==> src/rtl/mc_control_unit.sv <==
// Multi-cycle control FSM for the 16-bit CPU: sequences fetch/decode/execute/memory/writeback
// and drives datapath selects, enables and the memory handshake, with a bounded memory wait.
module mc_control_unit #(
  parameter int MEM_TIMEOUT = 255,
  parameter int TO_W        = 8
) (
  input  logic       clk,
  input  logic       rst_n,
  input  logic [3:0] opcode,
  input  logic [2:0] funct,
  input  logic       zero,
  input  logic       mem_ready,
  output logic       mem_req,
  output logic       mem_we,
  output logic       i_or_d,
  output logic       ir_write,
  output logic       pc_write,
  output logic [1:0] pc_src,
  output logic       alu_src_a,
  output logic [1:0] alu_src_b,
  output logic [2:0] alu_control,
  output logic       reg_write,
  output logic       reg_dst,
  output logic       mem_to_reg,
  output logic       halted,
  output logic       illegal,
  output logic       bus_error
);

  typedef enum logic [3:0] {
    S_FETCH, S_DECODE, S_EXEC_R, S_EXEC_I, S_ALU_WB, S_MEM_RD,
    S_MEM_WB, S_MEM_WR, S_BRANCH, S_JUMP, S_HALT
  } state_t;

  localparam logic [3:0] OP_R    = 4'b0000;
  localparam logic [3:0] OP_ADDI = 4'b0001;
  localparam logic [3:0] OP_LW   = 4'b0010;
  localparam logic [3:0] OP_SW   = 4'b0011;
  localparam logic [3:0] OP_BEQ  = 4'b0100;
  localparam logic [3:0] OP_J    = 4'b0101;
  localparam logic [3:0] OP_HALT = 4'b1111;

  localparam logic [2:0] ALU_ADD = 3'b010;
  localparam logic [2:0] ALU_SUB = 3'b110;

  localparam logic [TO_W-1:0] TO_LAST = TO_W'(MEM_TIMEOUT - 1);

  state_t          state, next_state;
  logic [TO_W-1:0] to_cnt;
  logic            waiting;
  logic            timeout_hit;
  logic            funct_ok;
  logic            decode_illegal;

  assign waiting     = (state == S_FETCH) || (state == S_MEM_RD) || (state == S_MEM_WR);
  // A ready on the limit cycle completes normally; the error fires only without it.
  assign timeout_hit = (MEM_TIMEOUT != 0) && waiting && !mem_ready && (to_cnt == TO_LAST);

  assign funct_ok = (funct == 3'b000) || (funct == 3'b001) || (funct == 3'b010) ||
                    (funct == 3'b110) || (funct == 3'b111);

  always_ff @(posedge clk) begin
    if (!rst_n) begin
      state     <= S_FETCH;
      to_cnt    <= '0;
      illegal   <= 1'b0;
      bus_error <= 1'b0;
    end else begin
      state <= next_state;
      if (waiting && !mem_ready && !timeout_hit) to_cnt <= to_cnt + TO_W'(1);
      else                                       to_cnt <= '0;
      if (decode_illegal) illegal   <= 1'b1;
      if (timeout_hit)    bus_error <= 1'b1;
    end
  end

  always_comb begin
    next_state     = state;
    decode_illegal = 1'b0;
    case (state)
      S_FETCH: begin
        if (mem_ready)        next_state = S_DECODE;
        else if (timeout_hit) next_state = S_HALT;
      end
      S_DECODE: begin
        case (opcode)
          OP_R: begin
            if (funct_ok) next_state = S_EXEC_R;
            else begin
              next_state     = S_HALT;
              decode_illegal = 1'b1;
            end
          end
          OP_ADDI, OP_LW, OP_SW: next_state = S_EXEC_I;
          OP_BEQ:                next_state = S_BRANCH;
          OP_J:                  next_state = S_JUMP;
          OP_HALT:               next_state = S_HALT;
          default: begin
            next_state     = S_HALT;
            decode_illegal = 1'b1;
          end
        endcase
      end
      S_EXEC_R: next_state = S_ALU_WB;
      S_EXEC_I: begin
        if (opcode == OP_LW)      next_state = S_MEM_RD;
        else if (opcode == OP_SW) next_state = S_MEM_WR;
        else                      next_state = S_ALU_WB;
      end
      S_MEM_RD: begin
        if (mem_ready)        next_state = S_MEM_WB;
        else if (timeout_hit) next_state = S_HALT;
      end
      S_MEM_WR: begin
        if (mem_ready)        next_state = S_FETCH;
        else if (timeout_hit) next_state = S_HALT;
      end
      S_ALU_WB, S_MEM_WB, S_BRANCH, S_JUMP: next_state = S_FETCH;
      S_HALT:   next_state = S_HALT;
      default:  next_state = S_FETCH;
    endcase
  end

  always_comb begin
    mem_req     = 1'b0;
    mem_we      = 1'b0;
    i_or_d      = 1'b0;
    ir_write    = 1'b0;
    pc_write    = 1'b0;
    pc_src      = 2'b00;
    alu_src_a   = 1'b0;
    alu_src_b   = 2'b00;
    alu_control = ALU_ADD;
    reg_write   = 1'b0;
    reg_dst     = 1'b0;
    mem_to_reg  = 1'b0;
    halted      = 1'b0;
    case (state)
      S_FETCH: begin
        mem_req   = 1'b1;
        alu_src_b = 2'b01;
        ir_write  = mem_ready;
        pc_write  = mem_ready;
      end
      S_DECODE: alu_src_b = 2'b10;
      S_EXEC_R: begin
        alu_src_a   = 1'b1;
        alu_control = funct;
      end
      S_EXEC_I: begin
        alu_src_a = 1'b1;
        alu_src_b = 2'b10;
      end
      S_ALU_WB: begin
        reg_write = 1'b1;
        reg_dst   = (opcode == OP_R);
      end
      S_MEM_RD: begin
        mem_req = 1'b1;
        i_or_d  = 1'b1;
      end
      S_MEM_WB: begin
        reg_write  = 1'b1;
        mem_to_reg = 1'b1;
      end
      S_MEM_WR: begin
        mem_req = 1'b1;
        mem_we  = 1'b1;
        i_or_d  = 1'b1;
      end
      S_BRANCH: begin
        alu_src_a   = 1'b1;
        alu_control = ALU_SUB;
        pc_write    = zero;
        pc_src      = 2'b01;
      end
      S_JUMP: begin
        pc_write = 1'b1;
        pc_src   = 2'b10;
      end
      S_HALT:  halted = 1'b1;
      default: ;
    endcase
  end

endmodule
==> config.mk <==
export PLATFORM = sky130hd
export DESIGN_NAME = mc_control_unit
export DESIGN_NICKNAME = d
export VERILOG_FILES = /design/src/rtl/mc_control_unit.sv
export SDC_FILE = /design/constraint.sdc
export NUM_CORES = 1
export LEC_CHECK = 0
export CORE_MARGIN = 3
export CORE_UTILIZATION = 35
export CTS_BUF_LIST = sky130_fd_sc_hd__clkbuf_16
export DETAILED_ROUTE_END_ITERATION = 8
export GPL_TIMING_DRIVEN = 1
export PLACE_DENSITY = 0.66
export SLEW_MARGIN = 20
export SYNTH_ARGS = -nofsm -noshare
export SYNTH_HDL_FRONTEND = slang
export SYNTH_SLANG_ARGS = --single-unit
==> constraint.sdc <==
create_clock -name clk -period 1.6 [get_ports clk]
set_clock_uncertainty 0.2 [all_clocks]
set_input_delay 0.32 -clock clk [delete_from_list [all_inputs] [get_ports clk]]
set_output_delay 0.32 -clock clk [all_outputs]
set_load 0.005 [all_outputs]
==> results of run 1 <==
[metrics by stage]
stage	cell area [um^2]	setup TNS, ns	worst slack (ns)	hold slack (ns)
after CTS	1780	-4.11	-0.285	0.267
after detailed placement	1490	-12.28	-0.600	0.259
final	1890	-4.86	-0.320	0.255
after global placement	1490	-11.60	-0.570	0.238
after floorplan	930	-0.135	-0.0642	0.233
after global routing	1890	-6.27	-0.387	0.283
[sequential cells by signal, summed over array words and instances, names as in the netlist]
name,count
illegal,1
state,4
bus_error,1
to_cnt,8
[logic make-up (layout without fill, tap and decap cells)]
group                      Yosys count  in the layout  synth area share
AOI/OAI and AO/OA                   19             19             0.139
adders and majority gates            2              2            0.0275
buffers and inverters                7             84            0.0288
muxes                                2              2            0.0234
and+or+nand+nor                     72             72             0.416
DFF                                 14             14             0.308
xor gates and xnor gates             6              6            0.0577
[cell type report]
cell class	instances	area share
clock buffer	3	0.0398
timing repair buffer	77	0.352
multi-input combinational	101	0.425
clock inverter	1	0.00199
inverter	3	0.00596
sequential	14	0.156
tap	28	0.0186
[worst max-delay path, stage by stage, from the launching register on]
cell	delay (ns)
dfxtp_4	0.37
buf_6	0.12
or4_1	0.50
buf_2	0.15
[placed cells by master (no fill, tap or decap), types with 3 or more instances in the layout]
cell             count
nand4_1              3
clkbuf_16            3
nand3b_1             4
nand2b_1             4
nand3_1              5
nor2_1              11
nor2_4               6
dfxtp_1             10
clkdlybuf4s50_1      7
nand2_1              6
a21oi_2              3
nand2b_4             3
xor2_1               5
buf_6               20
a21oi_1              3
nor2_2               8
dfxtp_4              4
buf_4               33
dlymetal6s2s_1       3
buf_2               11
[routing by layer]
layer,global-route usage,wire length (um),share of wire
met4,0.109,94,0.023
met5,0,0,0
met1,0.285,1660,0.40
met3,0.0656,246,0.060
met2,0.400,2130,0.52
[worst min path at each step]
| stage | depth (start not counted) | startpoint | to |
|---|---|---|---|
| 4_1_cts | 2 | illegal | illegal |
| 6_report | 2 | illegal | illegal |
| 3_3_place_gp | 2 | illegal | illegal |
| 3_5_place_dp | 2 | illegal | illegal |
| 5_1_grt | 2 | illegal | illegal |
| 2_1_floorplan | 2 | rst_n | illegal |
[Yosys cell counts, drive strengths merged (2+ instances only)]
cell | count | share of area
a21oi | 6 | 0.033
and2 | 3 | 0.021
dfxtp | 14 | 0.31
nand3b | 4 | 0.033
nand3 | 6 | 0.033
nand2 | 7 | 0.029
o31ai | 2 | 0.016
nor3 | 5 | 0.027
or3 | 2 | 0.019
o21ai | 2 | 0.011
ha | 2 | 0.027
or2 | 2 | 0.014
clkbuf | 4 | 0.016
nand2b | 7 | 0.048
nor2 | 25 | 0.10
inv | 3 | 0.012
nand4 | 3 | 0.021
xor2 | 5 | 0.048
[power groups by stage]
stage | registers [mW] | clock network, mW | logic [mW]
2_1_floorplan | 0.401 | 0 | 0.246
3_3_place_gp | 0.417 | 0 | 0.559
3_5_place_dp | 0.421 | 0 | 0.571
4_1_cts | 0.421 | 0.477 | 0.757
5_1_grt | 0.429 | 0.501 | 0.905
6_report | 0.425 | 0.477 | 0.856
[repair_timing]
item,in CTS,in global routing
hold buffers,0,0
resized for setup,117,29
setup endpoints to repair,30,33
buffers inserted,12,5
pin swaps,12,21
endpoints found under the hold margin,0,0
==> key figures, run 1 <==
Outcome
  • Status: finished with violations
  • Failing checks: negative setup slack

GRT
  • Total gr overflow: 0
  • Pin count of the biggest net entering global routing: 9
  • First-pass GRT wire length: 5.97 mm
  • GRT Total Usage: 0.240
  • Initial antenna violation count: 0
  • Vias in the first global route: 1222

Clock tree
  • TritonCTS Buffers: 3
  • CTS tree: yes
  • Clock Latency Late Sink: 0.25 ns
  • Clock sink count: 14
  • Clock Pin Slew Worst Setup and Hold Paths: 0.05 ns
  • Root Buffer: clkbuf_16
  • H-tree Lvls: 1
  • Largest buffer count on any clock path: 2

Setup path
  • Worst path arrival time: 1.40 ns
  • Worst r2r src: state[0]
  • CP startpoint kind: register
  • CP startpoint: state[3]
  • Worst R2R Path Depth: 5
  • Flop2flop setup slack: -0.28 ns
  • Worst Path Required: 1.08 ns
  • R2R Path End: state[0]
  • CP endpoint kind: output pin
  • CP max FO: 5
  • Critical Setup Path Class: register to output pin
  • Critical Path End: alu_control[1]

Floorplan
  • Initial Utilization: 0.389
  • Die Wd: 57.0 um
  • DIE AREA: 3250 um^2
  • I/O pin count: 30
  • Rows: 17
  • Die Ht: 57.0 um
  • Core area: 2340 um^2

Drt
  • Detailed-route vias per instance: 5.59
  • Antenna Violating Nets Remaining: 0
  • Via Count: 1269
  • DRC viols: 0
  • Drt first pass iters: 4
  • WL per Instance: 18.2 um
  • 1st-iter DRT viols: 52
  • Routed wire length: 4.12 mm

Finish
  • Final nets: 213
  • Reg area: 295 um^2
  • Area Growth Syn to Fin: 107%
  • Number of fill cells: 134
  • Share of layout cells above drive strength 1: 0.553
  • N_diodes: 0
  • Final Util: 0.807
  • Multi-input combinational cell area: 803 um^2
  • Post-Layout Cell Count: 227

Power
  • Peak supply drop: 819 uV
  • Power Density: 931 nW/um^2
  • Comb pwr share: 0.487
  • Net Sw Frac: 0.319
  • Pwr Total: 1.76 mW
  • Clock Power Share: 0.272
  • Net Switching: 0.561 mW
  • Sequential share of power: 0.241
  • Internal: 1.20 mW
  • Leakage: 0.848 nW

Place
  • Port Buffers: 29
  • Post-Place Cells: 209
  • Gpl congestion: 0.812
  • HPWL after detailed placement: 2.25 mm

Timing
  • Hold Fails Final Rpt: 0
  • Achievable clock frequency: 521 MHz
  • Final Setup Violations: 29
  • Worst slew margin: 0.751
  • Min cycle time layout: 1.92 ns
  • Fin crit share: 1.20
  • Worst Max-Slew Pin Slew: 0.371 ns
  • RSZ-0062 raised after global routing: yes
  • Worst Setup Slack, final: -0.320 ns
  • Final slew viol count: 0

Yosys
  • Syn Inst Count: 122
  • Post-synth EDFFs: 0
  • Main synth FF type: dfxtp_1
  • Synthesized flop and latch total: 14
  • Post-Syn Area: 911 um^2
  • Syn Nets: 135
  • Avg Inst Size Synth: 7.47 um^2
  • Count of cell types in the netlist: 39
  • Sequential share of the synthesized area: 0.308
  • Yosys warns: 0
  • Ys async rst share: 0

Flow run
  • Maxcap violations: 0

Min path
  • Min-Delay Path Class: register to register
(Power assumes the default switching activity.)
==> run 2, diff against run 1 <==
- CORE_MARGIN: 3 -> 2
==> key figures, run 2 (synthesized netlist as in run 1, its figures left out) <==
Floorplan
  • DIE AREA: 3030 um^2
  • I/O pin count: 30
  • Core area: 2480 um^2
  • Die Ht: 55.0 um
  • Initial Utilization: 0.368
  • Die Wd: 55.0 um
  • Rows: 18

Min path
  • HP Start: bus_error
  • Min-Delay Path Class: register to register

Finish
  • Commonest non-fill, non-tap cells in the layout: buf_4, buf_6, buf_2
  • Max reg flops: 8
  • Final Util: 0.759
  • Top reg by flops: to_cnt
  • Top Registers: to_cnt x8, state x4
  • N_diodes: 0
  • Number of fill cells: 183
  • Share of layout cells above drive strength 1: 0.541
  • Area Growth Syn to Fin: 106%
  • Most common cell after layout, fill and taps aside: buf_4
  • Post-Layout Cell Count: 226
  • Final nets: 211

Drt
  • DRC viols: 0
  • WL per Instance: 14.7 um
  • Via Count: 1180
  • Drt first pass iters: 4
  • Detailed-route vias per instance: 5.22
  • Antenna Violating Nets Remaining: 0
  • 1st-iter DRT viols: 13
  • Routed wire length: 3.33 mm

Timing
  • Worst Max-Slew Pin Slew: 0.282 ns
  • Worst Setup Slack, final: -0.291 ns
  • Worst slew margin: 0.812
  • Fin crit share: 1.18
  • RSZ-0062 raised after global routing: yes
  • Hold Fails Final Rpt: 0
  • Min cycle time layout: 1.89 ns
  • Final slew viol count: 0
  • Final Setup Violations: 27
  • Worst hold-check slack: 0.259 ns
  • Achievable clock frequency: 529 MHz

Setup path
  • CP startpoint: state[1]
  • Worst r2r src: state[1]
  • CP startpoint kind: register
  • CP max FO: 5
  • Worst Path Required: 1.08 ns
  • Flop2flop setup slack: -0.28 ns
  • Worst path arrival time: 1.37 ns
  • CP endpoint kind: output pin
  • Critical Setup Path Class: register to output pin

Power
  • Peak supply drop: 866 uV
  • Pwr Total: 1.69 mW
  • Leakage: 0.821 nW
  • Power Density: 901 nW/um^2

Outcome
  • Status: finished with violations
  • Failing checks: negative setup slack

Clock tree
  • Clock Latency Late Sink: 0.24 ns
  • Hold-fix buffers, CTS: 0
  • Clock sink count: 14
  • CTS tree: yes
  • Largest buffer count on any clock path: 2
  • TritonCTS Buffers: 3
  • Clock Pin Slew Worst Setup and Hold Paths: 0.04 ns
  • Root Buffer: clkbuf_16
  • H-tree Lvls: 1

GRT
  • Vias in the first global route: 1074
  • Initial antenna violation count: 0
  • Pin count of the biggest net entering global routing: 9
  • First-pass GRT wire length: 4.51 mm
  • GRT Total Usage: 0.211
  • Total gr overflow: 0

Place
  • Gpl congestion: 0.742
  • Port Buffers: 29
  • HPWL after detailed placement: 2.07 mm
  • Post-Place Cells: 208

Flow run
  • Maxcap violations: 0
[run 2: cell types whose count changed in the layout (fill, tap and decap cells not counted), moves of 2 or more]
cell	before	now
dlygate4sd2_1	2	4
nor2_4	6	8
nor2_2	8	5
buf_2	11	14
dlymetal6s2s_1	3	1
buf_4	33	29
[run 2: repair_timing]
item | 4_1_cts | 5_1_grt
endpoints found under the setup margin | 30 | 31
pin swaps | 10 | 12
buffers inserted | 12 | 3
gates resized for setup | 122 | 23
[run 2: power by group]
part | internal [mW] | switching (mW)
sequential | 0.379 | 0.0376
combinational | 0.479 | 0.350
clock | 0.325 | 0.123
[run 2: final timing paths]
path | end | cells after the start
worst max-delay path | alu_control[1] | 4
worst min-delay path | bus_error | 1
worst max register to register | state[0] | 5
worst min register to register | bus_error | 1
[run 2: area by class of cell]
type                            instances  area (um^2)  area share
Multi-Input combinational cell        101          822       0.437
Timing Repair Buffer                   75          639       0.340
Sequential cell                        14          295       0.157
Clock buffer                            3         75.1      0.0399
Tap cell                               30         37.5      0.0200
Inverter                                3         11.3     0.00599
[run 2: per-layer routing]
metal  up-vias  track usage  routed length, um
met3         8       0.0242                141
met1       551        0.215               1250
met4         0       0.0854                 94
li1        586            -                  -
met2        35        0.425               1850
met5         -            0                  0
[run 2: worst max-delay path: stages (launching register included)]
cell      delay [ns]
dfxtp_4         0.39
buf_12          0.11
nand2b_4        0.09
or4_1           0.40
buf_2           0.14
[run 2: per-stage QoR]
step	setup TNS, ns	setup slack, ns	area, um^2
after floorplan	-0.135	-0.0642	930
after global placement	-11.00	-0.588	1470
after detailed placement	-11.44	-0.603	1470
after CTS	-3.35	-0.276	1770
after global routing	-5.15	-0.353	1880
final	-3.87	-0.291	1880
==> run 3, diff against run 2 <==
- PLACE_DENSITY: 0.66 -> 0.63
- TNS_END_PERCENT: not set -> 100
- clock period: 1.6 -> 2 ns (I/O delays scaled with it)
==> key figures, run 3 (synthesized netlist as in run 1, its figures left out) <==
Floorplan
  • Rows: 18
  • Die Ht: 55.0 um
  • Core area: 2480 um^2
  • Initial Utilization: 0.368
  • DIE AREA: 3030 um^2
  • Die Wd: 55.0 um
  • I/O pin count: 30

Timing
  • Fin Setup TNS: 0 ns
  • Final Setup Violations: 0
  • Worst Max-Slew Pin Slew: 0.568 ns
  • Final slew viol count: 0
  • Worst hold-check slack: 0.269 ns
  • Min cycle time layout: 1.99 ns
  • Hold Fails Final Rpt: 0
  • Fin crit share: 0.997
  • Achievable clock frequency: 501 MHz
  • Worst slew margin: 0.620
  • RSZ-0062 raised after global routing: yes

Min path
  • Worst Hold Path Cells: 1
  • Min-Delay Path Class: register to register
  • Hold Path End: bus_error
  • HP Start: bus_error

Clock tree
  • Root Buffer: clkbuf_16
  • Clock sink count: 14
  • CTS tree: yes
  • Clock Pin Slew Worst Setup and Hold Paths: 0.05 ns
  • Hold-fix buffers, CTS: 0
  • TritonCTS Buffers: 3
  • H-tree Lvls: 1
  • Clock Latency Late Sink: 0.24 ns
  • Largest buffer count on any clock path: 2

Setup path
  • R2R Path End: state[0]
  • CP max FO: 6
  • Worst Path Required: 1.40 ns
  • Flop2flop setup slack: 0.03 ns
  • Critical Setup Path Class: register to output pin
  • CP startpoint kind: register
  • Worst r2r src: state[0]
  • CP endpoint kind: output pin
  • Worst R2R Path Depth: 6
  • Worst path arrival time: 1.39 ns

Finish
  • Area Growth Syn to Fin: 82.1%
  • Commonest non-fill, non-tap cells in the layout: buf_4, nor2_1, dlygate4sd2_1
  • Final Util: 0.670
  • Share of layout cells above drive strength 1: 0.348
  • Top reg by flops: to_cnt
  • N_diodes: 0
  • Top Registers: to_cnt x8, state x4
  • Post-Layout Cell Count: 217
  • Final nets: 201
  • Max reg flops: 8
  • Most common cell after layout, fill and taps aside: buf_4

Place
  • Post-Place Cells: 206
  • Gpl congestion: 0.782
  • Port Buffers: 29
  • HPWL after detailed placement: 2.09 mm

GRT
  • Pin count of the biggest net entering global routing: 9
  • Initial antenna violation count: 0
  • GRT Total Usage: 0.202
  • Total gr overflow: 0
  • Vias in the first global route: 974
  • First-pass GRT wire length: 4.32 mm

Power
  • Leakage: 0.741 nW
  • Peak supply drop: 633 uV
  • Power Density: 752 nW/um^2

Drt
  • Antenna Violating Nets Remaining: 0
  • WL per Instance: 13.7 um
  • DRC viols: 0
  • Detailed-route vias per instance: 5.23
  • Routed wire length: 2.97 mm
  • Via Count: 1135
  • Drt first pass iters: 4
  • 1st-iter DRT viols: 21

Outcome
  • Status: finished clean

Flow run
  • Maxcap violations: 0
[run 3: power breakdown]
part           switching [mW]  internal, mW  leakage (nW)
clock network           0.116         0.264        0.0385
registers              0.0298         0.303         0.116
logic                   0.215         0.320         0.586
[run 3: worst max-delay path, cell delays in order, from the launching register on]
cell and delay (ns):
dfxtp_4 0.37, buf_6 0.14, or4_4 0.51, buf_6 0.13
[run 3: worst max path at each step]
stage,startpoint,endpoint,slack (ns),depth (start not counted)
2_1_floorplan,state[0],pc_write,0.18,4
6_report,state[3],alu_control[1],0.006,3
3_5_place_dp,funct[1],alu_control[1],-0.36,3
5_1_grt,state[0],pc_write,-0.04,5
4_1_cts,state[1],alu_control[0],-0.02,4
3_3_place_gp,funct[1],alu_control[1],-0.34,3
[run 3: final cells by class]
cell class	instances	area [um^2]
flip-flops and latches	14	295
fillers	208	818
clock inverters	1	3.75
multi-input cells	101	686
inverters	3	11.3
clock buffers	3	75.1
repair buffers	65	551
well taps	30	37.5
[run 3: layer usage]
layer	vias up	part of all wire	global-route usage
li1	570	-	-
met1	533	0.45	0.258
met2	25	0.50	0.335
met3	7	0.034	0.0349
met4	0	0.015	0.0813
met5	-	0	0
[run 3: what timing repair did]
| item | in CTS | in global routing |
|---|---|---|
| resized for setup | 47 | 20 |
| setup buffers | 6 | 2 |
| setup endpoints to repair | 20 | 17 |
| pin swaps | 8 | 2 |
| endpoints found under the hold margin | 0 | 0 |
[run 3: stage by stage]
| step | total power, mW | area (um^2) | worst slack [ns] |
|---|---|---|---|
| global placement | 0.763 | 1440 | -0.338 |
| CTS | 1.18 | 1600 | -0.0246 |
| finish | 1.25 | 1660 | 0.00586 |
| global route | 1.31 | 1660 | -0.0360 |
| floorplan | 0.505 | 911 | 0.179 |
| detailed placement | 0.771 | 1440 | -0.361 |
